[src/rtl/func_unit_pkg.sv]
// Shared definitions for the pipelined function unit: opcodes, flag group,
// multiplier state encoding and a flag-building helper.
package func_unit_pkg;

    localparam logic [4:0] FS_TA    = 5'd0;
    localparam logic [4:0] FS_INC   = 5'd1;
    localparam logic [4:0] FS_ADD   = 5'd2;
    localparam logic [4:0] FS_ADDC  = 5'd3;
    localparam logic [4:0] FS_ADDNB = 5'd4;
    localparam logic [4:0] FS_SUB   = 5'd5;
    localparam logic [4:0] FS_DEC   = 5'd6;
    localparam logic [4:0] FS_TA7   = 5'd7;
    localparam logic [4:0] FS_AND   = 5'd8;
    localparam logic [4:0] FS_OR    = 5'd10;
    localparam logic [4:0] FS_XOR   = 5'd12;
    localparam logic [4:0] FS_NOT   = 5'd14;
    localparam logic [4:0] FS_LSL   = 5'd16;
    localparam logic [4:0] FS_LSR   = 5'd17;
    localparam logic [4:0] FS_ASR   = 5'd18;
    localparam logic [4:0] FS_ROR   = 5'd19;
    localparam logic [4:0] FS_MUL   = 5'd20;

    typedef struct packed {
        logic c;
        logic v;
        logic n;
        logic z;
    } flags_t;

    typedef enum logic [1:0] {
        MUL_IDLE = 2'd0,
        MUL_RUN  = 2'd1,
        MUL_DONE = 2'd2
    } mul_state_t;

    // Assemble a flag group from carry, overflow, result sign and zero test.
    function automatic flags_t make_flags(input logic c, input logic v,
                                          input logic msb, input logic is_zero);
        flags_t f;
        f.c = c;
        f.v = v;
        f.n = msb;
        f.z = is_zero;
        return f;
    endfunction

endpackage

[src/rtl/func_unit_mul_iter.sv]
// Iterative shift-add multiplier producing the low WIDTH bits of A*B.
// The first partial product is folded in on the start edge, so the product
// is complete WIDTH-1 edges later; it is then held until acknowledged.
module func_unit_mul_iter
    import func_unit_pkg::*;
#(
    parameter int WIDTH = 32
) (
    input  logic             clk,
    input  logic             rst_n,
    input  logic             start,
    input  logic             ack,
    input  logic [WIDTH-1:0] a,
    input  logic [WIDTH-1:0] b,
    output logic             busy,
    output logic             done,
    output logic [WIDTH-1:0] product
);

    localparam int CW = $clog2(WIDTH) + 1;
    localparam logic [CW-1:0] LAST_STEP = CW'(WIDTH - 1);

    mul_state_t       state_r;
    logic [WIDTH-1:0] acc_r;
    logic [WIDTH-1:0] mcand_r;
    logic [WIDTH-1:0] mplier_r;
    logic [CW-1:0]    cnt_r;

    // Multiplier sequencer: load, one multiplier bit per edge, hold until taken.
    always_ff @(posedge clk or negedge rst_n) begin
        if (!rst_n) begin
            state_r  <= MUL_IDLE;
            acc_r    <= {WIDTH{1'b0}};
            mcand_r  <= {WIDTH{1'b0}};
            mplier_r <= {WIDTH{1'b0}};
            cnt_r    <= {CW{1'b0}};
        end else begin
            case (state_r)
                MUL_IDLE: begin
                    if (start) begin
                        acc_r    <= b[0] ? a : {WIDTH{1'b0}};
                        mcand_r  <= {a[WIDTH-2:0], 1'b0};
                        mplier_r <= {1'b0, b[WIDTH-1:1]};
                        cnt_r    <= CW'(1);
                        state_r  <= MUL_RUN;
                    end
                end
                MUL_RUN: begin
                    if (mplier_r[0]) begin
                        acc_r <= acc_r + mcand_r;
                    end
                    mcand_r  <= {mcand_r[WIDTH-2:0], 1'b0};
                    mplier_r <= {1'b0, mplier_r[WIDTH-1:1]};
                    cnt_r    <= cnt_r + CW'(1);
                    if (cnt_r == LAST_STEP) begin
                        state_r <= MUL_DONE;
                    end
                end
                MUL_DONE: begin
                    if (ack) begin
                        state_r <= MUL_IDLE;
                    end
                end
                default: begin
                    state_r <= MUL_IDLE;
                end
            endcase
        end
    end

    assign busy    = (state_r != MUL_IDLE);
    assign done    = (state_r == MUL_DONE);
    assign product = acc_r;

endmodule

[src/rtl/func_unit_pipe.sv]
// Function unit with valid/ready handshake: single-cycle ALU/shift ops load the
// result registers on the accept edge; MUL runs in an iterative sub-unit.
module func_unit_pipe
    import func_unit_pkg::*;
#(
    parameter int WIDTH = 32,
    parameter int SHW   = $clog2(WIDTH)
) (
    input  logic             clk,
    input  logic             rst_n,
    input  logic             in_valid,
    output logic             in_ready,
    input  logic [WIDTH-1:0] A,
    input  logic [WIDTH-1:0] B,
    input  logic [4:0]       FS,
    input  logic [SHW-1:0]   SH,
    output logic             out_valid,
    input  logic             out_ready,
    output logic [WIDTH-1:0] F,
    output logic             C,
    output logic             V,
    output logic             N,
    output logic             Z,
    output logic             busy
);

    logic [WIDTH-1:0]   f_r;
    flags_t             flags_r;
    logic               cst_r;
    logic               out_valid_r;

    logic [WIDTH-1:0]   op_b_s;
    logic               cin_s;
    logic [WIDTH:0]     sum_s;
    logic               add_v_s;
    logic [WIDTH:0]     lsl_s;
    logic [WIDTH:0]     lsr_s;
    logic [WIDTH:0]     asr_s;
    logic [2*WIDTH-1:0] ror_s;
    logic [WIDTH-1:0]   res_s;
    logic               c_s;
    logic               v_s;
    flags_t             alu_flags_s;
    flags_t             mul_flags_s;
    logic               accept_s;
    logic               mul_start_s;
    logic               alu_load_s;
    logic               mul_load_s;
    logic               mul_busy_s;
    logic               mul_done_s;
    logic [WIDTH-1:0]   mul_product_s;

    // Second adder operand and carry-in; subtracts use A + ~B + 1.
    always_comb begin
        op_b_s = B;
        cin_s  = 1'b0;
        case (FS)
            FS_INC:   begin op_b_s = {WIDTH{1'b0}};               cin_s = 1'b1;  end
            FS_ADD:   begin op_b_s = B;                           cin_s = 1'b0;  end
            FS_ADDC:  begin op_b_s = B;                           cin_s = cst_r; end
            FS_ADDNB: begin op_b_s = ~B;                          cin_s = 1'b0;  end
            FS_SUB:   begin op_b_s = ~B;                          cin_s = 1'b1;  end
            FS_DEC:   begin op_b_s = {{(WIDTH-1){1'b1}}, 1'b0};  cin_s = 1'b1;  end
            default:  begin op_b_s = B;                           cin_s = 1'b0;  end
        endcase
    end

    assign sum_s   = {1'b0, A} + {1'b0, op_b_s} + {{WIDTH{1'b0}}, cin_s};
    assign add_v_s = (A[WIDTH-1] == op_b_s[WIDTH-1]) && (sum_s[WIDTH-1] != A[WIDTH-1]);

    // Shifts carry an extra bit so the last bit shifted out lands in a fixed slot.
    assign lsl_s = {1'b0, A} << SH;
    assign lsr_s = {A, 1'b0} >> SH;
    assign asr_s = $signed({A, 1'b0}) >>> SH;
    assign ror_s = {A, A} >> SH;

    // Single-cycle result and raw carry/overflow selection.
    always_comb begin
        res_s = A;
        c_s   = 1'b0;
        v_s   = 1'b0;
        case (FS)
            FS_INC, FS_ADD, FS_ADDC, FS_ADDNB, FS_SUB, FS_DEC: begin
                res_s = sum_s[WIDTH-1:0];
                c_s   = sum_s[WIDTH];
                v_s   = add_v_s;
            end
            FS_AND: res_s = A & B;
            FS_OR:  res_s = A | B;
            FS_XOR: res_s = A ^ B;
            FS_NOT: res_s = ~A;
            FS_LSL: begin
                res_s = lsl_s[WIDTH-1:0];
                c_s   = lsl_s[WIDTH];
            end
            FS_LSR: begin
                res_s = lsr_s[WIDTH:1];
                c_s   = lsr_s[0];
            end
            FS_ASR: begin
                res_s = asr_s[WIDTH:1];
                c_s   = asr_s[0];
            end
            FS_ROR: begin
                res_s = ror_s[WIDTH-1:0];
                if (SH != {SHW{1'b0}}) begin
                    c_s = ror_s[WIDTH-1];
                end else begin
                    c_s = 1'b0;
                end
            end
            default: res_s = A;
        endcase
    end

    assign alu_flags_s = make_flags(c_s, v_s, res_s[WIDTH-1], res_s == {WIDTH{1'b0}});
    assign mul_flags_s = make_flags(1'b0, 1'b0, mul_product_s[WIDTH-1],
                                    mul_product_s == {WIDTH{1'b0}});

    assign in_ready    = !mul_busy_s && (!out_valid_r || out_ready);
    assign accept_s    = in_valid && in_ready;
    assign mul_start_s = accept_s && (FS == FS_MUL);
    assign alu_load_s  = accept_s && (FS != FS_MUL);
    assign mul_load_s  = mul_done_s && (!out_valid_r || out_ready);

    func_unit_mul_iter #(.WIDTH(WIDTH)) u_mul (
        .clk     (clk),
        .rst_n   (rst_n),
        .start   (mul_start_s),
        .ack     (mul_load_s),
        .a       (A),
        .b       (B),
        .busy    (mul_busy_s),
        .done    (mul_done_s),
        .product (mul_product_s)
    );

    // Result registers: a new load wins over consumption; otherwise hold.
    always_ff @(posedge clk or negedge rst_n) begin
        if (!rst_n) begin
            f_r         <= {WIDTH{1'b0}};
            flags_r     <= '{c: 1'b0, v: 1'b0, n: 1'b0, z: 1'b0};
            cst_r       <= 1'b0;
            out_valid_r <= 1'b0;
        end else if (alu_load_s) begin
            f_r         <= res_s;
            flags_r     <= alu_flags_s;
            cst_r       <= alu_flags_s.c;
            out_valid_r <= 1'b1;
        end else if (mul_load_s) begin
            f_r         <= mul_product_s;
            flags_r     <= mul_flags_s;
            cst_r       <= mul_flags_s.c;
            out_valid_r <= 1'b1;
        end else if (out_ready) begin
            out_valid_r <= 1'b0;
        end
    end

    assign F         = f_r;
    assign C         = flags_r.c;
    assign V         = flags_r.v;
    assign N         = flags_r.n;
    assign Z         = flags_r.z;
    assign out_valid = out_valid_r;
    assign busy      = mul_busy_s;

endmodule
[config.mk]
export PLATFORM = sky130hd
export DESIGN_NAME = func_unit_pipe
export DESIGN_NICKNAME = d
export VERILOG_FILES = /design/src/rtl/func_unit_pkg.sv /design/src/rtl/func_unit_mul_iter.sv /design/src/rtl/func_unit_pipe.sv
export SDC_FILE = /design/constraint.sdc
export NUM_CORES = 1
export LEC_CHECK = 0
export ABC_CLOCK_PERIOD_IN_PS = 3480
export CAP_MARGIN = 10
export CORE_ASPECT_RATIO = 1.2
export CORE_MARGIN = 8
export CORE_UTILIZATION = 30
export CTS_BUF_LIST = sky130_fd_sc_hd__clkbuf_4 sky130_fd_sc_hd__clkbuf_8
export DETAILED_ROUTE_END_ITERATION = 12
export PLACE_DENSITY = 0.54
export SLEW_MARGIN = 25
export SYNTH_ARGS = -nofsm -noshare
export SYNTH_HDL_FRONTEND = slang
export SYNTH_SLANG_ARGS = --single-unit
export TNS_END_PERCENT = 50
[constraint.sdc]
create_clock -name clk -period 3.48 [get_ports clk]
set_clock_uncertainty 0.1 [all_clocks]
set_input_delay 0.696 -clock clk [delete_from_list [all_inputs] [get_ports clk]]
set_output_delay 0.696 -clock clk [all_outputs]
set_load 0.02 [all_outputs]
* Word level (Yosys, flattened, before mapping)
Index checks and enable logic that the tools add are counted.
** Storage, ports and cells
- Register bits :: 142
- Input bits :: 78
- Word-level logic and storage cells :: 102
** Operators by class
- Add/subtract/negate cells :: 4
- Eq/ne operators :: 25
- Shift operators :: 4
- Multiplexer cells :: 29
- Bitwise gates (word level) :: 5
- Reduce and logical (&&, ||, !) cells :: 23
** Operators by type and width (count)
- 32-bit case mux with 9 select lines :: 1
- 32-bit two-way mux :: 7
- 32-bit case mux with 2 select lines :: 3
- 32-bit case mux with 3 select lines :: 1
- 32-bit zero test :: 2
- 32-bit inverter :: 2
- 64-bit by 5-bit >> shifter with 32-bit output :: 1
- 32-bit by 32-bit adder with 33-bit output :: 1
- 33-bit by 1-bit adder with 33-bit output :: 1
- 32-bit by 5-bit left shift with 33-bit output :: 1
- 33-bit by 5-bit >> shifter with 33-bit output :: 1
- 33-bit by 5-bit >>> shifter with 33-bit output :: 1
- 32-bit adder :: 1
- 32-bit bitwise AND :: 1
- 32-bit OR :: 1
- 32-bit bitwise XOR :: 1
- 5-bit equality test, second input constant :: 5
- 5-bit by 4-bit equality test with 1-bit output, second input constant :: 4
- 5-bit by 3-bit equality test with 1-bit output, second input constant :: 3
- 6-bit case mux with 2 select lines :: 1
- 5-bit by 2-bit equality test with 1-bit output, second input constant :: 2
- 4-bit two-way mux :: 2
- 1-bit two-way mux :: 7
- 6-bit by 1-bit adder with 6-bit output, second input constant :: 1
- 26 further kinds :: 39

* Logic depth before layout (Yosys ltp)
- Depth after elaboration :: 9
- Mapped depth :: 22
- Gate-level depth less buffers :: 18

* Cells and area by module
A second synthesis with hierarchy kept.
** Second synthesis, totals
- Cell total of the unflattened synthesis :: 2277
- Area, all modules :: 18442.7 µm²
** Modules (own cells, without submodules)
- func_unit_pipe :: times used 1, cells each 1567, area an instance 12142.9 µm², sequential area each 900.9 µm²
- func_unit_mul_iter :: times used 1, cells each 710, area an instance 6299.8 µm², sequential area each 2552.4 µm²

* Worst setup path before layout
OpenSTA, ideal clock, no wires.
- Path type :: input port to flip-flop
- Start :: input FS[2]
- End :: register flags_r (netlist bit Z)
- Setup time :: 72 ps
- Data arrival time :: 5269 ps
- Data required time :: 3308 ps
- Slack :: -1960 ps
- Stages :: 20
- Path through :: clkbuf_1 clkbuf_1 buf_1 nor2b_1 o21ai_1 clkbuf_1 nand2_1 o21ai_0 fa_1 a211oi_1 o21bai_1 a211o_1 a221oi_1 nor3_1 or3b_2 xnor2_1 o21ai_0 a2111oi_0 a41oi_1 nor2_1
** On the way
- Word-level cells in the longest chain between the ends :: 8
** Ends and longest elaborated chain
- from (decl) :: RTL line func_unit_pipe.sv:15 : input logic [4:0] FS,
- 5-bit by 3-bit equality test with 1-bit output :: RTL line func_unit_pipe.sv:57, func_unit_pipe.sv:82
- 2-bit OR reduction (no source line)
- 32-bit case mux with 3 select lines :: RTL line func_unit_pipe.sv:57 : case (FS)
- 32-bit by 32-bit adder with 33-bit output :: RTL line func_unit_pipe.sv:68 : assign sum_s = {1'b0, A} + {1'b0, op_b_s} + {{WIDTH{1'b0}}, cin_s};
- 33-bit by 1-bit adder with 33-bit output :: RTL line func_unit_pipe.sv:68
- 32-bit case mux with 9 select lines :: RTL line func_unit_pipe.sv:82 : case (FS)
- 32-bit zero test :: RTL line func_unit_pipe.sv:116 : assign alu_flags_s = make_flags(c_s, v_s, res_s[WIDTH-1], res_s == {WIDTH{1'b0}});
- 4-bit two-way mux :: RTL line func_unit_pipe.sv:145 : end else if (alu_load_s) begin
- to (signal assigned) :: RTL line func_unit_pipe.sv:142 : flags_r <= '{c: 1'b0, v: 1'b0, n: 1'b0, z: 1'b0};
- to (signal assigned) :: RTL line func_unit_pipe.sv:147 : flags_r <= alu_flags_s;
- to (signal assigned) :: RTL line func_unit_pipe.sv:152 : flags_r <= mul_flags_s;
- to (decl) :: RTL line func_unit_pipe.sv:28 : flags_t flags_r;
Several ways; a longest one is shown, not always the timed one.
A chain may end at the register's enable or synchronous reset.

* Worst setup path in the final report
- Start :: input FS[3]
- End :: register flags_r (netlist bit Z)
The elaborated chain is that of the path after synthesis.

==> flow_summary.yaml <==
detailed_routing:
  vias: 23310
  drt-wirelength-per-cell_um: 29.5
  wl_met1_mm: 42.6
  drcViolationCount: 0
  vias_per_cell: 5.98
  drtIter0Drc: 2433
  top_layer_used: "met5"
  routed-wl-met2_mm: 53.3
  dr_wl_met3_mm: 7.43
  ant_nets: 0
  drt_pass1_iterations: 6
  drt-total-wl_mm: 115
finish:
  stdcell_area_sq_um: 27400
  fin_util_pct: 44.9
  fin_nets: 3281
  layout-drive-gt1-share_pct: 35.3
  area_delta_synth_final_pct: 48.0
clocking:
  ctsRootBufferMaster: "clkbuf_8"
  cts.path.max_buffers: 2
  htree_levels: 4
  path_clk_slew_ns: 0.12
  cts.sinks: 138
  clock_insertion_delay_worst_skew_ns: 0.52
  numCtsBuffers: 17
  tritoncts: "built"
logic_synthesis:
  yosys.area.top_type: "dfrtp_1"
  yosysUniqueCellTypes: 86
  yosys-top-cells-count: "359 x nand2_1, 181 x nor2_1, 154 x a21oi_1"
  ys.flop_type: "dfrtp_1"
  synth_nets: 2551
  yosysSeqAreaShare_pct: 18.7
  syn_inst: 2344
  yosys.area.top_type_share_pct: 18.7
  synth_most_common_cell: "nand2_1"
  netlist_area_sq_um: 18500
  syn_area_per_cell_sq_um: 7.89
  synth_edf_count: 0
  synth_area_leaders: "dfrtp_1 19%, mux4_2 11%, ha_1 8.5%"
  async_reset_ff_share_pct: 100
  synth-seq-cells: 138
  yosysWarnings: 0
floorplanning:
  design.core.area_sq_um: 60900
  die_height_um: 288
  rows: 99
  die-area_sq_um: 69900
  initial_core_util_pct: 30.4
  ios: 117
  die_w_um: 243
worst_setup_path:
  cp-end-kind: "flop"
  crit_path_start_kind: "input pin"
  critical_path.cell_chain: "buf_6 -> nand2b_4 -> or3_4 -> buf_12 -> buf_8 -> nor2_4 -> nor3_2 -> a21oi_1 -> ha_1 -> and2_4 -> and3_4 -> a211o_1 -> a221oi_2 -> buf_4 -> o41a_1 -> o22ai_2 -> or4_4 -> and4bb_1 -> a41oi_2 -> nor2_1"
  worstPathRequired_ns: 3.82
  crit_type: "input pin to flop"
  ff2ff_setup_slack_ns: -0.78
  max_stage_delay_ns: 0.55
  crit_fanout: 5
  cp_slowest_cell: "or4_4"
  cp.arrival_ns: 4.71
global_route:
  grt_pass1_wl_mm: 164
  overflow: 0
  grt_start_max_net_pins: 65
  grtUsageTotal_pct: 31.8
  grt_pass1_vias: 23443
  antenna_found_initial: 4
status:
  outcome: "finished with violations"
  violations: "negative setup slack"
sta:
  finalMaxSlewViolations: 0
  fin_crit_ns: 4.38
  worst_slew_pin_slew_ns: 0.943
  fin_ws_ns: -0.896
  fin_crit_sh_pct: 126
  relSlewSlack_pct: 36.3
  max_clock_freq_mhz: 229
  finalHoldViolations: 0
  finalSetupViolCount: 29
  rsz0062_at_grt: "yes"
min_path:
  hold_class: "input pin to async pin"
power:
  peakVddDrop_mv: 0.417
  p_per_area_nw_per_um2: 398
  leakagePower_uw: 0.0125
placed_design:
  gp_congestion: 1.06
  hpwl_mm: 93.2
  place_area_sq_um: 26100
  portBuffers: 116
flow_run:
  max-cap-violations: 0
==> logic make-up (layout without fill, tap and decap cells) <==
logic type	Yosys count	after routing	synth area share (%)
and+or+nand+nor	818	818	19.9
AOI/OAI and AO/OA	698	698	25.0
buffers and inverters	290	1033	6.46
muxes	229	229	19.1
DFF	138	138	18.7
adders and majority gates	129	129	8.85
xor gates and xnor gates	42	42	1.99
other	0	4	0
==> through the flow <==
stage          cells  hold WS (ns)  setup slack [ns]  setup TNS, ns  total power [uW]
2_1_floorplan   2344         0.300             -1.09         -12.79              5860
3_3_place_gp    3840         0.358             -1.72         -49.88              9080
3_5_place_dp    3840         0.364             -1.77         -50.37              9160
4_1_cts         3889        0.0490            -0.815         -11.83             10700
5_1_grt         3896        0.0743             -1.02         -16.69             11500
6_report        3899        0.0472            -0.896         -13.16             10900
==> what timing repair did <==
action                                  in CTS  in global routing
setup buffers                               18                 12
cloned                                       1                  0
pin swaps                                   53                 37
endpoints found under the setup margin      33                 35
resized for setup                          114                 59
hold buffers                                 0                  0
==> registers in the layout, indices dropped and copies added (netlist names) <==
signal and cells:
u_mul.mplier_r 31, Z 1, u_mul.state_r 2, F 32, out_valid 1, u_mul.cnt_r 6
u_mul.product 32, u_mul.mcand_r 31, V 1, C 1
==> report_power, final <==
group	switching [uW]	leakage (uW)	internal [uW]	total, uW
sequential	547	0.00179	2120	2670
combinational	3810	0.0105	3020	6830
clock	865	0.000190	531	1400
total	5220	0.0125	5670	10900
==> layout make-up <==
type | instances | area [sq um]
diodes | 4 | 10.0
clock buffers | 17 | 234
inverters | 87 | 327
well taps | 808 | 1010
multi-input cells | 1916 | 14600
repair buffers | 914 | 7630
fillers | 6194 | 33600
flip-flops and latches | 138 | 3450
clock inverters | 15 | 148
==> final timing paths <==
kind                       depth (start not counted)                  to          startpoint
max                                               20                   Z               FS[3]
min                                                1    u_mul.product[7]               rst_n
max reg2reg                                       15                   Z                   C
min reg2reg                                        2  u_mul.mplier_r[28]  u_mul.mplier_r[28]
max in group asynchronous                          2                   C               rst_n
min in group clk                                   2  u_mul.mplier_r[28]  u_mul.mplier_r[28]
==> placed cells by master (no fill, tap or decap), types with 12 or more instances in the layout <==
master | netlist | final
a211oi_1 | 27 | 21
a21o_1 | 27 | 27
a21oi_1 | 154 | 143
a221oi_1 | 14 | 12
a22oi_1 | 60 | 59
a31oi_1 | 50 | 49
buf_12 | 1 | 30
buf_4 | 9 | 744
buf_6 | 2 | 28
clkbuf_8 | 0 | 17
clkdlybuf4s50_1 | 0 | 103
dfrtp_1 | 138 | 138
ha_1 | 126 | 125
inv_1 | 84 | 82
mux2_2 | 21 | 21
mux2i_1 | 112 | 110
mux4_2 | 91 | 92
nand2_1 | 359 | 358
nand2b_1 | 35 | 33
nand3_1 | 49 | 47
nand4_1 | 17 | 17
nor2_1 | 181 | 167
nor2b_1 | 18 | 14
nor3_1 | 72 | 68
nor4_1 | 13 | 13
o211ai_1 | 37 | 37
o21a_1 | 15 | 15
o21ai_0 | 136 | 110
o21ai_1 | 2 | 16
o22ai_1 | 33 | 29
or2_2 | 12 | 12
xnor2_1 | 27 | 23
xor2_1 | 15 | 12
==> critical path, delay by kind of cell <==
family,cells,cell delay [ns]
AO/OA/AOI/OAI,6,1.11
adder cells (fa/ha/maj),1,0.32
buffers and inverters,4,0.58
AND/OR/NAND/NOR,9,2.00
==> per-layer routing <==
metal / up-vias / GRT usage, %
li1: 10231 / -
met1: 11503 / 36.1
met2: 1179 / 52.5
met3: 395 / 4.54
met4: 2 / 27.4
met5: - / 0
No activity file was read; power rests on OpenSTA's default activity.
